`src/rtl/button_pkg.sv`:
```
// Shared constants and helpers for the push-button conditioning front end.
package button_pkg;

   // Default timing for a 12 MHz board clock.
   localparam int unsigned DEBOUNCE_10MS_12MHZ = 120000;
   localparam int unsigned HOLD_1S_12MHZ       = 12000000;

   // Number of bits needed to hold any value in 0..max_value (at least 1).
   function automatic int unsigned cnt_width(input int unsigned max_value);
      int unsigned w;
      w = 1;
      for (int unsigned i = 1; i < 32; i++) begin
         if ((64'd1 << i) <= {32'd0, max_value}) begin
            w = i + 1;
         end
      end
      return w;
   endfunction

endpackage : button_pkg

```
`src/rtl/debounce_channel.sv`:
```
// One button channel: two-flop synchroniser, debounce counter, hold counter and
// registered press/release/hold strobes. Level output is normalised to 1 = pressed.
module debounce_channel
   import button_pkg::*;
#(
   parameter bit          BUTTON_ACTIVE_LOW = 1'b1,
   parameter int unsigned DEBOUNCE_CYCLES   = DEBOUNCE_10MS_12MHZ,
   parameter int unsigned HOLD_CYCLES       = HOLD_1S_12MHZ
) (
   input  logic clk_i,
   input  logic srst_ni,
   input  logic pin_i,
   output logic level_o,
   output logic press_o,
   output logic release_o,
   output logic hold_o
);

   localparam int unsigned    CNT_W    = cnt_width(HOLD_CYCLES);
   localparam logic [CNT_W-1:0] DebLast  = CNT_W'(DEBOUNCE_CYCLES - 1);
   localparam logic [CNT_W-1:0] HoldMax  = CNT_W'(HOLD_CYCLES);
   localparam logic [CNT_W-1:0] HoldLast = CNT_W'(HOLD_CYCLES - 1);
   // Pin value seen while the button is not pressed.
   localparam logic             PinReleased = BUTTON_ACTIVE_LOW;

   logic             sync1_q, sync1_d;
   logic             sync2_q, sync2_d;
   logic             stable_q, stable_d;
   logic [CNT_W-1:0] deb_cnt_q, deb_cnt_d;
   logic [CNT_W-1:0] hold_cnt_q, hold_cnt_d;
   logic             press_q, press_d;
   logic             release_q, release_d;
   logic             hold_q, hold_d;
   logic             sample;

   // 1 = pressed, independent of pin polarity.
   assign sample = sync2_q ^ BUTTON_ACTIVE_LOW;

   // Next-state: synchroniser shift, debounce acceptance and hold saturation.
   always_comb begin
      sync1_d    = pin_i;
      sync2_d    = sync1_q;
      stable_d   = stable_q;
      deb_cnt_d  = '0;
      press_d    = 1'b0;
      release_d  = 1'b0;
      hold_cnt_d = hold_cnt_q;
      hold_d     = 1'b0;

      // A mismatch must persist DEBOUNCE_CYCLES samples; any bounce back restarts at 0.
      if (sample != stable_q) begin
         if (deb_cnt_q == DebLast) begin
            stable_d  = sample;
            press_d   = sample;
            release_d = ~sample;
         end else begin
            deb_cnt_d = deb_cnt_q + 1'b1;
         end
      end

      // Hold only counts while the accepted level is pressed, so a release that
      // lands on the same edge still lets an already-reached count fire.
      if (!stable_q) begin
         hold_cnt_d = '0;
      end else if (hold_cnt_q != HoldMax) begin
         hold_cnt_d = hold_cnt_q + 1'b1;
         hold_d     = (hold_cnt_q == HoldLast);
      end
   end

   // State registers with synchronous active-low reset; reset drops pending transitions.
   always_ff @(posedge clk_i) begin
      if (!srst_ni) begin
         sync1_q    <= PinReleased;
         sync2_q    <= PinReleased;
         stable_q   <= 1'b0;
         deb_cnt_q  <= '0;
         hold_cnt_q <= '0;
         press_q    <= 1'b0;
         release_q  <= 1'b0;
         hold_q     <= 1'b0;
      end else begin
         sync1_q    <= sync1_d;
         sync2_q    <= sync2_d;
         stable_q   <= stable_d;
         deb_cnt_q  <= deb_cnt_d;
         hold_cnt_q <= hold_cnt_d;
         press_q    <= press_d;
         release_q  <= release_d;
         hold_q     <= hold_d;
      end
   end

   assign level_o   = stable_q;
   assign press_o   = press_q;
   assign release_o = release_q;
   assign hold_o    = hold_q;

endmodule : debounce_channel

```
`src/rtl/button_conditioner.sv`:
```
// Push-button front end: NUM_BUTTONS independent debounce channels feeding the
// core's condition inputs with clean levels and single-cycle event strobes.
module button_conditioner
   import button_pkg::*;
#(
   parameter int unsigned NUM_BUTTONS       = 2,
   parameter bit          BUTTON_ACTIVE_LOW = 1'b1,
   parameter int unsigned DEBOUNCE_CYCLES   = DEBOUNCE_10MS_12MHZ,
   parameter int unsigned HOLD_CYCLES       = HOLD_1S_12MHZ
) (
   input  logic                   clk,
   input  logic                   reset,
   input  logic [NUM_BUTTONS-1:0] io_buttons,
   output logic [NUM_BUTTONS-1:0] io_level,
   output logic [NUM_BUTTONS-1:0] io_press,
   output logic [NUM_BUTTONS-1:0] io_release,
   output logic [NUM_BUTTONS-1:0] io_hold
);

   for (genvar g = 0; g < NUM_BUTTONS; g++) begin : g_chan
      debounce_channel #(
         .BUTTON_ACTIVE_LOW (BUTTON_ACTIVE_LOW),
         .DEBOUNCE_CYCLES   (DEBOUNCE_CYCLES),
         .HOLD_CYCLES       (HOLD_CYCLES)
      ) u_chan (
         .clk_i     (clk),
         .srst_ni   (reset),
         .pin_i     (io_buttons[g]),
         .level_o   (io_level[g]),
         .press_o   (io_press[g]),
         .release_o (io_release[g]),
         .hold_o    (io_hold[g])
      );
   end

endmodule : button_conditioner

```
`config.mk`:
```
export PLATFORM = sky130hd
export DESIGN_NAME = button_conditioner
export DESIGN_NICKNAME = d
export VERILOG_FILES = /design/src/rtl/button_pkg.sv /design/src/rtl/debounce_channel.sv /design/src/rtl/button_conditioner.sv
export SDC_FILE = /design/constraint.sdc
export NUM_CORES = 1
export LEC_CHECK = 0
export CORE_MARGIN = 2
export CORE_UTILIZATION = 40
export CTS_BUF_LIST = sky130_fd_sc_hd__clkbuf_16
export DETAILED_ROUTE_END_ITERATION = 7
export GPL_TIMING_DRIVEN = 0
export SYNTH_ARGS = -nofsm -noshare
export SYNTH_HDL_FRONTEND = slang
export SYNTH_SLANG_ARGS = --single-unit
```
`constraint.sdc`:
```
create_clock -name clk -period 2.35 [get_ports clk]
set_clock_uncertainty 0.2 [all_clocks]
set_input_delay 0.47 -clock clk [delete_from_list [all_inputs] [get_ports clk]]
set_output_delay 0.47 -clock clk [all_outputs]
set_load 0.1 [all_outputs]
```
Word-level counts from Yosys, hierarchy flattened
Index checks and enable logic that the tools add are counted.

storage, ports and cells
  bits in read-only memories = 0
  RAM bits = 0
  output and inout bits = 8
  flip-flop bits (word level) = 108
  word-level logic and storage cells = 43
  latch bits = 0
  memories kept = 0
  input bits = 4

operators by class
  bitwise operators = 5
  add/sub/neg operators = 4
  reduce and logical (&&, ||, !) cells = 10
  multiplexer cells = 0
  $mul = 0
  equal/unequal tests = 8
  $lt $le $gt $ge = 0
  shift operators = 0
  div/mod/pow operators = 0

operators by type and width
  operator                                                                  number
  24-bit by 1-bit adder with 24-bit output (second input constant)          4
  24-bit by 17-bit equality test with 1-bit output (second input constant)  2
  24-bit equality test (second input constant)                              2
  24-bit inequality test (second input constant)                            2
  3-bit AND reduction                                                       4
  2-bit AND reduction                                                       4
  3-bit OR reduction                                                        2
  1-bit inverter                                                            5
  1-bit inequality test                                                     2

Depth between registers and ports, before layout
  depth in word-level cells = 4
  mapped depth = 7
  mapped depth without buffers = 6

By module
From an unflattened synthesis, not the netlist that was laid out.

unflattened totals
  cells, all modules = 584
  area total of the unflattened synthesis = 4999.8 µm²

by module, submodules not included
  module            instances  cells each  area an instance (µm²)
  debounce_channel  2          292         2499.9

Least setup slack after synthesis
No wires, ideal clock.

  kind = register to register
  from = reg g_chan[0].u_chan.deb_cnt_q[0]
  to = reg g_chan[0].u_chan.deb_cnt_q[18]
  cell stages (with the launch flop) = 8
  arrival time = 1.853 ns
  period minus slack after synthesis = 2.138 ns
  path slack = 0.212 ns
  library setup time = 0.086 ns
  cells stage by stage = dfxtp_1 ha_1 clkbuf_1 nand3_1 or4_1 clkbuf_1 or3_1 a211oi_1

on the way
  longest elaborated chain between the ends = 2
  elaborated cells on any way between the ends = 3

ends and longest elaborated chain
  what                                                                              line                    source
  start: declaration                                                                debounce_channel.sv:29  logic [CNT_W-1:0] deb_cnt_q, deb_cnt_d;
  start signal: assignment                                                          debounce_channel.sv:86  deb_cnt_q <= deb_cnt_d;
  branches (longest 2 deep; another with 24-bit by 1-bit adder with 24-bit output)  --

Several ways; the timed one is not identified.
A chain may end at the register's enable or synchronous reset.

Worst setup path after layout
  from = reg g_chan[1].u_chan.press_q
  to = out io_press[1]

RTL lines
  what                      line                      source
  start: declaration        debounce_channel.sv:31    logic press_q, press_d;
  start signal: assignment  debounce_channel.sv:88    press_q <= press_d;
  end: declaration          button_conditioner.sv:15  output logic [NUM_BUTTONS-1:0] io_press,

No word-level cell between the ends.

==> results.tsv <==
stage	metric	value	unit
synth	synth_simple_gate_area_share	32.08	%
cts	clkLatencyLatePin	350	ps
critical_path	crit_family	buffers and inverters	
critical_path	cpMaxStageDelayCell	dlygate4sd2_1	
place	dp_cells	774	
detailed_routing	firstDrtPassIters	4	
cells_and_area	final_area	5776	µm²
synth	synth.area.mux_share	0.5864	%
detailed_routing	drc_errors	0	
cts	cts_buffers	9	
critical_path	startpoint_type	flop	
cells_and_area	drive_above_1_share	7.618	%
sta	max_freq	438.5	MHz
global_routing	track_usage	16.99	%
sta	tns	0	ps
cells_and_area	stdcell_count	789	
global_routing	grt_max_degree	16	
synth	syn_area_per_cell	8.665	µm²
detailed_routing	vias	4413	
synth	yosysWarnings	0	
synth	ys_seq_area_share	42.22	%
cts	cts_root_buffer	clkbuf_16	
cells_and_area	fill_cells	1240	
critical_path	path_class	flop to output port	
power_and_ir_drop	p_per_area	573.1	nW/µm²
synth	synth_fa_ha_area_share	1.466	%
cells_and_area	diodes	0	
sta	hold_viol	0	
cts	clk_pin_slew	70	ps
synth	ys.flop_type	dfxtp_1	
critical_path	path_max_fanout	1	
floorplanning	die_area	13720	µm²
cts	cts_max_level	3	
synth	yosys.area_share.xor_xnor	7.525	%
sta	slew-limit-headroom	36.54	%
place	port_buffers	11	
synth	netlist_area	5121	µm²
place	hpwl	7528	µm
cts	cts_tree	yes	
detailed_routing	wl	10910	µm
detailed_routing	ant_nets	0	
hold_path	min_path_type	flop to flop	
critical_path	arrival	1610	ps
power_and_ir_drop	leakage	1.716	nW
sta	final.period_utilization	97.04	%
floorplanning	fp.coreArea	12570	µm²
global_routing	grt_pass1_wl	19000	µm
cts	cts.sinks	108	
sta	worst_slew_pin_slew	955.8	ps
cells_and_area	final_common_cell	dfxtp_1	
sta	min_period	2280	ps
sta	grt_setup_unrepaired	false	
floorplanning	rows	41	
critical_path	cp_cell_sequence	buf_4, dlygate4sd2_1	
floorplanning	start_util	40.75	%
cts	cts_buffer_depth	2	
global_routing	antenna_found_initial	0	
synth	synth_edf_count	0	
critical_path	required	1680	ps
detailed_routing	vias_per_cell	5.593	
critical_path	worstSetupEndpointType	output port	
synth	synth.distinct_cells	46	
sta	report.final.slew_viol_count	0	
floorplanning	dieHeight	117.2	µm
critical_path	cp_slowest_stage_delay	830	ps
critical_path	crit_buf_inv	2	
synth	ys_ff_latch	108	
cells_and_area	nNetsFinal	624	
floorplanning	dieWidth	117.2	µm
detailed_routing	wl_per_cell	13.83	µm
floorplanning	io_pins	12	
run	drv_cap	0	
synth	synth_top_family_by_area	simple AND/OR/NAND/NOR gates	
outcome	outcome	finished clean	
cells_and_area	area_growth_syn_to_layout	12.78	%
global_routing	grt.overflow.total	0	
place	routabilityCongestion	0.8149	
synth	synthCells	591	
synth	async_flop_share	0	%
detailed_routing	drt_iter0_drc	299	
sta	setup_viol	0	
cells_and_area	most-common-layout-cells	dfxtp_1, nand3_1, nor2_1, a21oi_1, nand4_1	
power_and_ir_drop	p_total	3.310	mW
global_routing	grt_pass1_vias	4206	
synth	synth_nets	601	
synth	synth_compound_area_share	11.92	%
power_and_ir_drop	ir_drop	0.3161	mV
place	place_area	5446	µm²
==> cell type report <==
cell class	count	area [µm²]	area share (%)
inverter	14	52.55	0.9099
tap	172	215.2	3.726
timing repair buffer	14	123.9	2.145
buffer	33	160.2	2.773
clock buffer	9	225.2	3.899
sequential	108	2170	37.56
multi-input combinational	434	2781	48.16
clock inverter	5	47.55	0.8232
==> synthesized netlist by cell type (all sizes together) (12+ instances only) <==
library cell | count | share of area (%)
inv | 14 | 1.0
or3 | 17 | 2.1
nand4 | 30 | 3.8
and4 | 14 | 2.4
dfxtp | 108 | 42
clkbuf | 26 | 1.9
nand3 | 41 | 4.0
or4 | 25 | 3.7
xnor2 | 20 | 3.4
nor2 | 40 | 2.9
and3 | 12 | 1.5
nor3 | 23 | 2.3
a21oi | 34 | 3.3
a211oi | 13 | 2.0
nand2 | 27 | 2.0
o21ai | 20 | 2.0
xor2 | 24 | 4.1
nor4 | 14 | 1.7
o31ai | 25 | 3.7
==> report_power, final <==
part,switching [mW],internal [mW]
clock network,0.647,0.804
logic,0.0137,0.0103
registers,0.00284,1.83
total,0.663,2.65
==> metal layers <==
layer | global-route usage [%] | part of all wire (%)
met2 | 29.16 | 47
met3 | 3.605 | 2.5
met4 | 5.098 | 1.2
met5 | 0 | 0
met1 | 21.49 | 49
==> worst register-to-register path, cell delays in order (launching register included) <==
cell and delay (ps):
dfxtp_1 400, nand4_2 160, or4b_1 510, buf_2 180
or4_4 480, a211oi_2 220
==> metrics by stage <==
stage / hold slack [ps] / setup slack [ps] / utilization, %
floorplan: 186.3 / 211.7 / -
global placement: 199.3 / -180.3 / 43.34
detailed placement: 191.6 / -195.6 / 43.34
CTS: 214.1 / 33.91 / 45.52
global route: 246.1 / 2.911 / 45.95
finish: 213.1 / 69.54 / 45.95
==> what timing repair did <==
action | 4_1_cts | 5_1_grt
gates resized for setup | 15 | 14
buffers inserted | 0 | 3
endpoints found under the setup margin | 48 | 49
pin swaps | 0 | 3
hold buffers | 0 | 0
==> sequential cells by signal, summed over array words and instances, names as in the netlist <==
register,flops
g_chan.u_chan.deb_cnt_q,48
g_chan.u_chan.hold_cnt_q,48
g_chan.u_chan.hold_o,2
g_chan.u_chan.level_o,2
g_chan.u_chan.press_o,2
g_chan.u_chan.release_o,2
g_chan.u_chan.sync1_q,2
g_chan.u_chan.sync2_q,2
==> path summary, 6_finish.rpt <==
path,startpoint,endpoint,slack (ps),cells after the start
setup / recovery,g_chan[1].u_chan.press_o$_SDFF_PN0_,io_press[1],70,2
hold / removal,g_chan[0].u_chan.sync1_q$_SDFF_PN1_,g_chan[0].u_chan.sync2_q$_SDFF_PN1_,210,1
setup reg to reg,g_chan[0].u_chan.deb_cnt_q[10]$_SDFF_PP0_,g_chan[0].u_chan.deb_cnt_q[23]$_SDFF_PP0_,120,5
hold reg to reg,g_chan[0].u_chan.sync1_q$_SDFF_PN1_,g_chan[0].u_chan.sync2_q$_SDFF_PN1_,210,1
==> logic make-up after synthesis <==
family / count (synthesis)
and+or+nand+nor: 283
DFF: 108
AOI/OAI and AO/OA: 98
buffers and inverters: 49
xor gates and xnor gates: 44
adders and majority gates: 6
muxes: 3
(Power assumes the default switching activity.)
